==> config.mk <==
export PLATFORM = sky130hd
export DESIGN_NAME = alu_serial_ctrl
export DESIGN_NICKNAME = d
export VERILOG_FILES = /design/src/rtl/alu_serial_ctrl.sv
export SDC_FILE = /design/constraint.sdc
export NUM_CORES = 1
export LEC_CHECK = 0
export ABC_AREA = 1
export CORE_ASPECT_RATIO = 0.6
export CORE_MARGIN = 5
export CORE_UTILIZATION = 40
export DETAILED_ROUTE_END_ITERATION = 12
export PLACE_DENSITY = 0.7
export SLEW_MARGIN = 20
export SYNTH_ARGS = -nofsm -noshare
export SYNTH_HDL_FRONTEND = slang
export SYNTH_SLANG_ARGS = --single-unit
==> constraint.sdc <==
create_clock -name clk -period 5.76 [get_ports clk]
set_input_delay 1.152 -clock clk [delete_from_list [all_inputs] [get_ports clk]]
set_output_delay 1.152 -clock clk [all_outputs]
set_load 0.03 [all_outputs]
==> src/rtl/alu_serial_ctrl.sv <==
`default_nettype none
// ============================================================================
// Module      : alu_serial_ctrl
// Description : Bit-serial sequencer for a one-bit combinational ALU slice.
//               Accepts a word-wide operation on start (IDLE only), walks the
//               operands through the slice LSB first, one bit per clock, and
//               assembles the result word plus carry/overflow/zero flags.
// Ports       : clk, rst (async, active-high)
//               start, op[2:0], sub, a, b      - operation request
//               busy, done, result, carry, ovf, zero - status / result
//               slice_a/b/sub/cin/c1/c2/c3     - registered drive to slice
//               slice_out, slice_cout          - combinational slice returns
// Revision    : 1.0 - initial release
// ============================================================================
module alu_serial_ctrl #(
    parameter int WIDTH = 16
) (
    input  logic             clk,
    input  logic             rst,
    input  logic             start,
    input  logic [2:0]       op,
    input  logic             sub,
    input  logic [WIDTH-1:0] a,
    input  logic [WIDTH-1:0] b,
    output logic             busy,
    output logic             done,
    output logic [WIDTH-1:0] result,
    output logic             carry,
    output logic             ovf,
    output logic             zero,
    output logic             slice_a,
    output logic             slice_b,
    output logic             slice_sub,
    output logic             slice_cin,
    output logic             slice_c1,
    output logic             slice_c2,
    output logic             slice_c3,
    input  logic             slice_out,
    input  logic             slice_cout
);

    localparam int                 c_cnt_w = $clog2(WIDTH);
    localparam logic [c_cnt_w-1:0] c_last  = c_cnt_w'(WIDTH - 1);
    localparam logic [2:0]         c_op_arith = 3'b110;

    typedef enum logic [1:0] {
        ST_IDLE = 2'd0,
        ST_RUN  = 2'd1,
        ST_DONE = 2'd2
    } state_t;

    state_t             state_q, state_d;
    logic [c_cnt_w-1:0] cnt_q, cnt_d;
    // Operand shift registers hold the bits not yet presented to the slice;
    // bit 0 is always consumed directly from the port at accept time.
    logic [WIDTH-2:0]   a_q, a_d;
    logic [WIDTH-2:0]   b_q, b_d;
    // Collected result bits 0..WIDTH-2; the MSB arrives on the final edge.
    logic [WIDTH-2:0]   sh_q, sh_d;
    logic [WIDTH-1:0]   result_q, result_d;
    logic               carry_q, carry_d;
    logic               ovf_q, ovf_d;
    logic               zero_q, zero_d;
    logic               busy_q, busy_d;
    logic               done_q, done_d;
    logic               slice_a_q, slice_a_d;
    logic               slice_b_q, slice_b_d;
    logic               slice_sub_q, slice_sub_d;
    // slice_cin_q doubles as the running carry register of the serial add.
    logic               slice_cin_q, slice_cin_d;
    logic [2:0]         slice_op_q, slice_op_d;
    logic [WIDTH-1:0]   w_final;
    logic               w_arith;

    assign w_arith = (slice_op_q == c_op_arith);
    assign w_final = {slice_out, sh_q};

    always_comb begin
        state_d     = state_q;
        cnt_d       = cnt_q;
        a_d         = a_q;
        b_d         = b_q;
        sh_d        = sh_q;
        result_d    = result_q;
        carry_d     = carry_q;
        ovf_d       = ovf_q;
        zero_d      = zero_q;
        busy_d      = busy_q;
        done_d      = 1'b0;
        slice_a_d   = slice_a_q;
        slice_b_d   = slice_b_q;
        slice_sub_d = slice_sub_q;
        slice_cin_d = slice_cin_q;
        slice_op_d  = slice_op_q;
        case (state_q)
            ST_IDLE: begin
                if (start) begin
                    state_d     = ST_RUN;
                    cnt_d       = '0;
                    a_d         = a[WIDTH-1:1];
                    b_d         = b[WIDTH-1:1];
                    busy_d      = 1'b1;
                    slice_a_d   = a[0];
                    slice_b_d   = b[0];
                    slice_sub_d = sub;
                    slice_cin_d = sub;
                    slice_op_d  = op;
                end
            end
            ST_RUN: begin
                sh_d             = sh_q >> 1;
                sh_d[WIDTH-2]    = slice_out;
                a_d              = a_q >> 1;
                b_d              = b_q >> 1;
                slice_a_d        = a_q[0];
                slice_b_d        = b_q[0];
                slice_cin_d      = slice_cout;
                cnt_d            = cnt_q + 1'b1;
                if (cnt_q == c_last) begin
                    state_d     = ST_DONE;
                    cnt_d       = '0;
                    busy_d      = 1'b0;
                    done_d      = 1'b1;
                    result_d    = w_final;
                    zero_d      = (w_final == '0);
                    carry_d     = w_arith & slice_cout;
                    ovf_d       = w_arith & (slice_cin_q ^ slice_cout);
                    slice_a_d   = 1'b0;
                    slice_b_d   = 1'b0;
                    slice_sub_d = 1'b0;
                    slice_cin_d = 1'b0;
                    slice_op_d  = 3'b000;
                end
            end
            ST_DONE: begin
                state_d = ST_IDLE;
            end
            default: begin
                state_d = ST_IDLE;
                busy_d  = 1'b0;
            end
        endcase
    end

    always_ff @(posedge clk or posedge rst) begin
        if (rst) begin
            state_q     <= ST_IDLE;
            cnt_q       <= '0;
            a_q         <= '0;
            b_q         <= '0;
            sh_q        <= '0;
            result_q    <= '0;
            carry_q     <= 1'b0;
            ovf_q       <= 1'b0;
            zero_q      <= 1'b0;
            busy_q      <= 1'b0;
            done_q      <= 1'b0;
            slice_a_q   <= 1'b0;
            slice_b_q   <= 1'b0;
            slice_sub_q <= 1'b0;
            slice_cin_q <= 1'b0;
            slice_op_q  <= 3'b000;
        end else begin
            state_q     <= state_d;
            cnt_q       <= cnt_d;
            a_q         <= a_d;
            b_q         <= b_d;
            sh_q        <= sh_d;
            result_q    <= result_d;
            carry_q     <= carry_d;
            ovf_q       <= ovf_d;
            zero_q      <= zero_d;
            busy_q      <= busy_d;
            done_q      <= done_d;
            slice_a_q   <= slice_a_d;
            slice_b_q   <= slice_b_d;
            slice_sub_q <= slice_sub_d;
            slice_cin_q <= slice_cin_d;
            slice_op_q  <= slice_op_d;
        end
    end

    assign busy      = busy_q;
    assign done      = done_q;
    assign result    = result_q;
    assign carry     = carry_q;
    assign ovf       = ovf_q;
    assign zero      = zero_q;
    assign slice_a   = slice_a_q;
    assign slice_b   = slice_b_q;
    assign slice_sub = slice_sub_q;
    assign slice_cin = slice_cin_q;
    assign slice_c1  = slice_op_q[2];
    assign slice_c2  = slice_op_q[1];
    assign slice_c3  = slice_op_q[0];

endmodule
`default_nettype wire

==> results of run 1 <==
==> layout make-up <==
type | instances | area, um^2
fillers | 802 | 3960
flip-flops and latches | 79 | 1980
multi-input cells | 274 | 1250
repair buffers | 70 | 696
clock buffers | 11 | 253
well taps | 112 | 140
inverters | 27 | 103
clock inverters | 5 | 80.1
==> registers in the layout, summed over array words and instances (netlist names) <==
name	cells
result	16
slice_cin	1
slice_b	1
ovf	1
state_q	2
cnt_q	4
slice_op_q	3
b_q	15
a_q	15
zero	1
carry	1
sh_q	15
done	1
busy	1
slice_sub	1
slice_a	1
==> synthesized netlist by cell type, types with 2 or more instances <==
| cell type | count | area (um^2) |
|---|---|---|
| nand3_1 | 15 | 75.1 |
| inv_1 | 25 | 93.8 |
| o21ai_0 | 43 | 215 |
| buf_6 | 4 | 45.0 |
| inv_2 | 2 | 7.51 |
| nor2_1 | 70 | 263 |
| o211ai_1 | 2 | 15.0 |
| a21oi_2 | 10 | 87.6 |
| buf_2 | 7 | 35.0 |
| nand2_1 | 117 | 439 |
| buf_4 | 6 | 45.0 |
| dfrtp_1 | 79 | 1980 |
| a21oi_1 | 7 | 35.0 |
==> placed cells by master, fill, tap and decap left out, drive strengths merged, types with 11 or more instances in the layout <==
cell	Yosys	final
nand2	118	118
dfrtp	79	79
nor2	72	72
clkdlybuf4s50	0	68
o21ai	44	44
inv	27	26
a21oi	17	17
nand3	16	16
clkbuf	1	11
==> routing by layer <==
| layer | part of all wire (%) | vias up | GRT usage (%) |
|---|---|---|---|
| met5 | 0 | - | 0 |
| met2 | 43 | 50 | 22.2 |
| met4 | 1.2 | 0 | 5.08 |
| met1 | 51 | 1234 | 22.1 |
| li1 | - | 1379 | - |
| met3 | 4.7 | 8 | 4.94 |
==> where the power goes <==
part           leakage [nW]  internal (W)  switching, W
Combinational         0.925      0.000367      0.000567
Clock                 0.158      0.000402      0.000218
Sequential            0.985      0.000796      0.000155
==> path summary, 6_finish.rpt <==
check	cells after the start	slack (ns)	end	start
setup / recovery	7	3.16	slice_op_q[2]	start
hold / removal	2	0.48	b_q[4]	b_q[4]
setup reg to reg	6	3.68	slice_op_q[2]	state_q[0]
hold reg to reg	2	0.48	b_q[4]	b_q[4]
max in group asynchronous	3	3.67	a_q[9]	rst
min in group asynchronous	2	1.00	result[0]	rst
==> logic make-up (layout without fill, tap and decap cells) <==
logic type | Yosys count | in the layout | share of synthesized area, %
flops | 79 | 79 | 57.2
fa+ha+maj | 1 | 1 | 0.362
buf+inv | 45 | 113 | 6.67
xor+xnor | 2 | 2 | 0.507
compound gates | 64 | 64 | 10.9
simple gates | 207 | 207 | 24.3
==> critical path, stage by stage <==
cell	delay, ns
clkdlybuf4s50_1	0.47
o21ai_4	0.33
buf_4	0.43
inv_2	0.16
nand2_1	0.17
nand2_1	0.08
nand2_1	0.07
==> metrics by stage <==
step           hold slack (ns)  instance area (um^2)  setup slack (ns)
2_1_floorplan            0.449                  3450              2.58
3_3_place_gp             0.462                  4160              2.91
3_5_place_dp             0.462                  4160              2.85
4_1_cts                  0.482                  4490              3.16
5_1_grt                  0.493                  4490              3.01
6_report                 0.476                  4490              3.16
==> run_results.csv, run 1 <==
group,metric,value,unit
outcome,status,"finished, final reports clean",
timing,setup_tns,0,ns
placement,io_buffers,68,
floorplan,die_area,10700,um^2
grt,grt_max_degree,76,
pwr,p_leak,2.07,nW
floorplan,num_io_pins,69,
logic_synthesis,yosysUniqueCellTypes,24,
clock_tree,clkTransAtPathRegs,0.06,ns
timing,maxSlewHeadroom,38.0,%
drt,finalWirelength,7470,um
timing,period_needed,2.60,ns
logic_synthesis,netlist_area,3450,um^2
logic_synthesis,synth_nets,440,
drt,vias,2671,
logic_synthesis,seq_area_frac_synth,57.2,%
min_path,hold_path_class,"reg2reg",
floorplan,rows,26,
floorplan,die_height,82.0,um
clock_tree,clkSinkCount,79,
setup_path,arrival,2.87,ns
timing,max_freq,385,MHz
timing,period_share,45.1,%
logic_synthesis,ys.flop_type,"dfrtp_1",
drt,drtAntennaViolNets,0,
clock_tree,cts_buffer_depth,2,
drt,drtPass1Iterations,4,
drt,vias_per_cell,4.62,
placement,dp.cells,562,
setup_path,critPathKind,"in2reg",
pwr,powerDensity,557,nW/um^2
clock_tree,cts_resized,0,
clock_tree,postCtsSetupBuffers,0,
placement,dp_hpwl,5110,um
timing,skew,0.00551,ns
floorplan,floorplan.initialDensity,40.8,%
timing,worst_pin_slew,0.930,ns
final_layout,instances_no_fill,578,
floorplan,fp.dieW,130,um
clock_tree,cts_root_buffer,"clkbuf_16",
clock_tree,cts_tree,"built",
floorplan,core,8460,um^2
logic_synthesis,syn_inst,398,
setup_path,cp_max_fo,40,
final_layout,diodes,0,
clock_tree,htreeDepth,3,
clock_tree,postCtsHoldBufs,0,
logic_synthesis,syn_area_per_cell,8.68,um^2
grt,grt_pass1_wl,12800,um
setup_path,endpoint_kind,"register",
grt,grt_overflow_total,0,
timing,slew_violations,0,
placement,gp_congestion,0.781,
pwr,irDropWorstVdd,281,uV
drt,routedWlPerCell,12.9,um
grt,track_usage,15.5,%
final_layout,fin_nets,503,
drt,drt-initial-drc-count,168,
logic_synthesis,ys_seq_elements,79,
logic_synthesis,synth_edf_count,0,
pwr,total_power,0.00250,W
drt,drc,0,
timing,setup_violations,0,
setup_path,cp_data_required_time,6.03,ns
final_layout,drive_gt1_share,7.73,%
final_layout,area_delta_synth_final,30.1,%
clock_tree,clkLatencyLatePin,0.33,ns
timing,hold_violations,0,
final_layout,finalCoreUtilization,53.1,%
timing,rsz0062_at_grt,"false",
logic_synthesis,yosys_warnings,0,
setup_path,start_kind,"input pin",
clock_tree,numCtsBuffers,9,
grt,grt_pass1_vias,2674,
job,cap_violations,0,
grt,antenna_found_initial,0,
logic_synthesis,async_reset_ff_share,100,%
(Power assumes the default switching activity.)
==> run 2: changes to the inputs <==
- clock period: 5.76 -> 2.63 ns (I/O delays scaled with it)
==> run 2 against run 1 <==
Core utilization fell by 0.25 points. First-iteration DRC count fell by 37%. Clock-buffer cell count rose by 1. Cell count rose by 0.52%. Hold slack improved by 0.0041 ns. Register-to-register slack got worse by 2.8 ns. Wire length rose by 2.4%. Final area fell by 0.47%.
==> run_results.csv, run 2 (synthesized netlist as in run 1, its figures left out) <==
group,metric,value,unit
clock_tree,cts_resized,0,
clock_tree,postCtsSetupBuffers,0,
pwr,swShare,38.7,%
timing,worst_pin_slew,0.531,ns
setup_path,r2r_start,"state_q[0]",
drt,routedWlPerCell,13.2,um
clock_tree,clkLatencyLatePin,0.33,ns
setup_path,arrival,1.42,ns
grt,antenna_found_initial,0,
setup_path,path_buf_inv,1,
grt,grt_pass1_wl,13400,um
pwr,p_leak,2.07,nW
drt,vias,2708,
min_path,min_from,"a_q[2]",
timing,period_share,73.9,%
clock_tree,cts_tree,"built",
drt,drc,0,
final_layout,largest_register_ffs,16,
grt,grt_overflow_total,0,
timing,period_needed,1.94,ns
timing,max_freq,515,MHz
placement,dp_hpwl,5420,um
drt,drtPass1Iterations,4,
timing,slew_violations,0,
setup_path,r2r_cells,7,
clock_tree,htreeDepth,3,
final_layout,fin_nets,506,
floorplan,fp.dieW,130,um
timing,layout_setup_ws,0.687,ns
grt,grt_max_degree,43,
setup_path,cpPeakStageDelay,0.69,ns
outcome,status,"finished, final reports clean",
setup_path,start_kind,"register",
timing,hold_violations,0,
pwr,powerDensity,1190,nW/um^2
job,cap_violations,0,
final_layout,area_delta_synth_final,29.5,%
pwr,irDropWorstVdd,491,uV
drt,finalWirelength,7650,um
clock_tree,postCtsHoldBufs,0,
min_path,hold_path_class,"reg2reg",
floorplan,die_area,10700,um^2
setup_path,cp_cell_sequence,"clkdlybuf4s50_1",
clock_tree,numCtsBuffers,9,
placement,io_buffers,68,
grt,track_usage,16.3,%
timing,skew,0.00440,ns
floorplan,core,8460,um^2
min_path,hold_depth,2,
setup_path,endpoint_kind,"primary output",
floorplan,floorplan.initialDensity,40.8,%
setup_path,cp_data_required_time,2.10,ns
setup_path,crit_family,"buffers and inverters",
clock_tree,cts_root_buffer,"clkbuf_16",
placement,gp_congestion,0.813,
final_layout,finalCoreUtilization,52.9,%
timing,rsz0062_at_grt,"false",
clock_tree,cts_buffer_depth,2,
placement,post-place-ws,0.697,ns
pwr,power.internal,0.00326,W
pwr,comb_power_share,39.1,%
floorplan,die_height,82.0,um
setup_path,cp.depth,1,
clock_tree,clkSinkCount,79,
timing,maxSlewHeadroom,64.6,%
pwr,p_seq_share,39.5,%
timing,setup_tns,0,ns
drt,vias_per_cell,4.66,
setup_path,r2r_setup_slack,0.91,ns
grt,grt_pass1_vias,2756,
setup_path,cp_slowest_cell,"clkdlybuf4s50_1",
min_path,min_to,"a_q[2]",
drt,drtAntennaViolNets,0,
pwr,p_sw,0.00205,W
floorplan,rows,26,
setup_path,critPathKind,"reg2out",
final_layout,layout_common_cells,"nand2_1, dfrtp_1, nor2_1",
final_layout,final_common_cell,"nand2_1",
floorplan,num_io_pins,69,
setup_path,cp_max_fo,3,
pwr,clockPowerShare,21.4,%
drt,drt-initial-drc-count,106,
clock_tree,clkTransAtPathRegs,0.05,ns
final_layout,diodes,0,
final_layout,drive_gt1_share,8.10,%
setup_path,timing.rr.end,"a_q[5]",
timing,setup_violations,0,
[run 2: changes by cell type in the layout (fill, tap and decap cells not counted), sizes merged]
| cell | change |
|---|---|
| buf | +3 |
| bufinv | -2 |
| clkbuf | +1 |
| clkinv | +3 |
| clkinvlp | -2 |
[run 2: power groups by stage]
stage | sequential, W | combinational [W] | clock, W
global placement | 0.00209 | 0.00204 | 0
detailed placement | 0.00211 | 0.00211 | 0
finish | 0.00210 | 0.00208 | 0.00114
floorplan | 0.00236 | 0.00117 | 0
CTS | 0.00210 | 0.00212 | 0.00118
global route | 0.00217 | 0.00236 | 0.00123
[run 2: worst max-delay path by stage]
| stage | start | endpoint | slack, ns |
|---|---|---|---|
| floorplan | rst | a_q[0] | 0.08 |
| global placement | start | b_q[0] | 0.75 |
| detailed placement | start | b_q[13] | 0.70 |
| CTS | slice_cin | slice_cin | 0.66 |
| global route | slice_op_q[0] | slice_c3 | 0.64 |
| finish | slice_cin | slice_cin | 0.69 |
[run 2: worst register-to-register path, stage by stage, from the launching register on]
cell and delay [ns]:
dfrtp_1 0.54, inv_2 0.24, nor2_4 0.24, buf_4 0.29, nand2_1 0.13, nand2_1 0.07
nand2_1 0.04, o21ai_0 0.08
[run 2: cell type report]
class / instances / area [um^2]
fill: 778 / 3990
timing repair buffer: 73 / 731
multi-input combinational: 274 / 1250
sequential: 79 / 1980
inverter: 27 / 103
tap: 112 / 140
clock buffer: 12 / 256
clock inverter: 4 / 20.0
[run 2: metrics by stage]
| stage | area (um^2) | hold WS (ns) | power, W | cells |
|---|---|---|---|---|
| after floorplan | 3450 | 0.449 | 0.00352 | 398 |
| after global placement | 4200 | 0.464 | 0.00413 | 565 |
| after detailed placement | 4200 | 0.467 | 0.00421 | 565 |
| after CTS | 4470 | 0.483 | 0.00539 | 581 |
| after global routing | 4470 | 0.513 | 0.00577 | 581 |
| final | 4470 | 0.481 | 0.00531 | 581 |
[run 2: metal layers]
metal	wire length [um]	vias to the layer above	GRT usage (%)
met5	0	-	0
met4	140	0	7.37
met3	374	12	4.16
met2	3470	60	24.4
met1	3670	1253	22.5
li1	-	1383	-
==> run 3: changes to the inputs <==
- clock period: 2.63 -> 1.85 ns (I/O delays scaled with it)
==> run 3 against run 2 <==
Setup slack worse by 0.62 ns. Core utilization up 0.93 points. Die area unchanged. Clock-buffer cell count up 1. Clock power up 42%. Sequential power up 41%. Critical path depth unchanged. Via count down 1.0%. First-iteration DRC count up 72%.
==> run_results.csv, run 3 (synthesized netlist as in run 1, its figures left out) <==
group,metric,value,unit
clock_tree,clkTransAtPathRegs,0.06,ns
drt,drtPass1Iterations,4,
timing,setup_violations,0,
final_layout,layout_common_cells,"nand2_1, dfrtp_1, nor2_1",
setup_path,r2r_start,"cnt_q[0]",
pwr,p_sw,0.00292,W
setup_path,cp.depth,1,
setup_path,path_buf_inv,1,
final_layout,multi_input_area,1250,um^2
grt,grt_max_degree,80,
final_layout,final_common_cell,"nand2_1",
timing,period_needed,1.78,ns
setup_path,r2r_setup_slack,0.29,ns
floorplan,fp.dieW,130,um
drt,vias_per_cell,4.57,
clock_tree,clkSinkCount,79,
timing,slew_violations,0,
pwr,powerDensity,1670,nW/um^2
setup_path,cpPeakStageDelay,0.70,ns
floorplan,floorplan.initialDensity,40.8,%
setup_path,timing.rr.end,"result[6]",
placement,dp.cells,570,
clock_tree,cts_tree,"built",
clock_tree,postCtsSetupBuffers,0,
final_layout,diodes,0,
job,cap_violations,0,
setup_path,cp-endpoint,"slice_c1",
setup_path,worstSetupStartpoint,"slice_op_q[2]",
timing,period_share,96.4,%
setup_path,cp_max_fo,3,
drt,finalWirelength,7620,um
grt,track_usage,16.2,%
grt,grt_pass1_vias,2690,
setup_path,start_kind,"register",
placement,dp_hpwl,5360,um
final_layout,largest_register_ffs,16,
clock_tree,htreeDepth,3,
min_path,hold_path_class,"reg2reg",
final_layout,finalCoreUtilization,53.8,%
final_layout,fill_cells,805,
floorplan,rows,26,
timing,max_freq,561,MHz
final_layout,seqCellArea,1980,um^2
clock_tree,clkLatencyLatePin,0.33,ns
drt,vias,2680,
pwr,comb_power_share,39.8,%
setup_path,critPathKind,"reg2out",
clock_tree,numCtsBuffers,9,
timing,skew,0.00602,ns
final_layout,instances_no_fill,586,
timing,setup_tns,0,ns
grt,grt_pass1_wl,13300,um
floorplan,core,8460,um^2
setup_path,cp_cell_sequence,"clkdlybuf4s50_1",
clock_tree,postCtsHoldBufs,0,
grt,grt_overflow_total,0,
clock_tree,cts_buffer_depth,2,
clock_tree,cts_resized,0,
timing,hold_violations,0,
min_path,min_from,"slice_sub",
setup_path,r2r_cells,6,
final_layout,fin_nets,511,
pwr,power.internal,0.00470,W
drt,drc,0,
placement,io_buffers,68,
clock_tree,cts_root_buffer,"clkbuf_16",
floorplan,die_height,82.0,um
placement,gp_congestion,0.767,
setup_path,cp_data_required_time,1.48,ns
drt,routedWlPerCell,13.0,um
floorplan,num_io_pins,69,
grt,antenna_found_initial,0,
pwr,swShare,38.4,%
pwr,irDropWorstVdd,830,uV
setup_path,cp_slowest_cell,"clkdlybuf4s50_1",
final_layout,drive_gt1_share,8.86,%
pwr,p_seq_share,38.9,%
setup_path,arrival,1.41,ns
pwr,clockPowerShare,21.3,%
timing,worst_pin_slew,0.417,ns
final_layout,area_delta_synth_final,31.8,%
pwr,p_leak,2.10,nW
setup_path,crit_family,"buffers and inverters",
timing,rsz0062_at_grt,"false",
outcome,status,"finished, final reports clean",
drt,drtAntennaViolNets,0,
setup_path,endpoint_kind,"primary output",
timing,maxSlewHeadroom,72.2,%
drt,drt-initial-drc-count,182,
floorplan,die_area,10700,um^2
==> run 3: cell types whose count changed in the layout (fill, tap and decap cells not counted), sizes merged <==
cell      before  now
clkbuf        12   13
buf            5   10
clkinvlp       0    2
clkinv         5    2
==> run 3: metrics by stage <==
stage          setup WS (ns)  total power [W]  hold slack [ns]  instance area (um^2)
2_1_floorplan          0.584          0.00501            0.449                  3460
3_3_place_gp           0.273          0.00595            0.460                  4270
3_5_place_dp           0.232          0.00605            0.459                  4270
4_1_cts               0.0432          0.00773            0.473                  4550
5_1_grt               0.0165          0.00825            0.495                  4550
6_report              0.0674          0.00762            0.473                  4550
==> run 3: worst min path at each step <==
stage,end,slack [ns],cells after the start
final,slice_sub,0.47,2
after global routing,slice_sub,0.49,2
after CTS,slice_sub,0.47,2
after detailed placement,slice_sub,0.46,2
after global placement,slice_sub,0.46,2
after floorplan,b_q[13],0.45,2
==> run 3: power groups by stage <==
| stage | combinational [W] | sequential, W | clock [W] |
|---|---|---|---|
| after floorplan | 0.00166 | 0.00335 | 0 |
| after global placement | 0.00298 | 0.00297 | 0 |
| after detailed placement | 0.00306 | 0.00298 | 0 |
| after CTS | 0.00308 | 0.00297 | 0.00167 |
| after global routing | 0.00343 | 0.00307 | 0.00175 |
| final | 0.00304 | 0.00296 | 0.00162 |
==> run 3: area by class of cell <==
cell class / count / area share, %
clock buffer: 13 / 5.72
clock inverter: 3 / 0.385
inverter: 27 / 2.31
multi-input combinational: 274 / 27.4
sequential: 79 / 43.4
tap: 112 / 3.08
timing repair buffer: 78 / 17.7
==> run 3: routing by layer <==
layer | vias to the layer above | GRT usage, % | share of wire [%]
met5 | - | 0 | 0
met4 | 0 | 4.67 | 1.2
met3 | 8 | 5.65 | 4.8
met2 | 42 | 23.6 | 43
met1 | 1234 | 22.8 | 51
li1 | 1396 | - | -
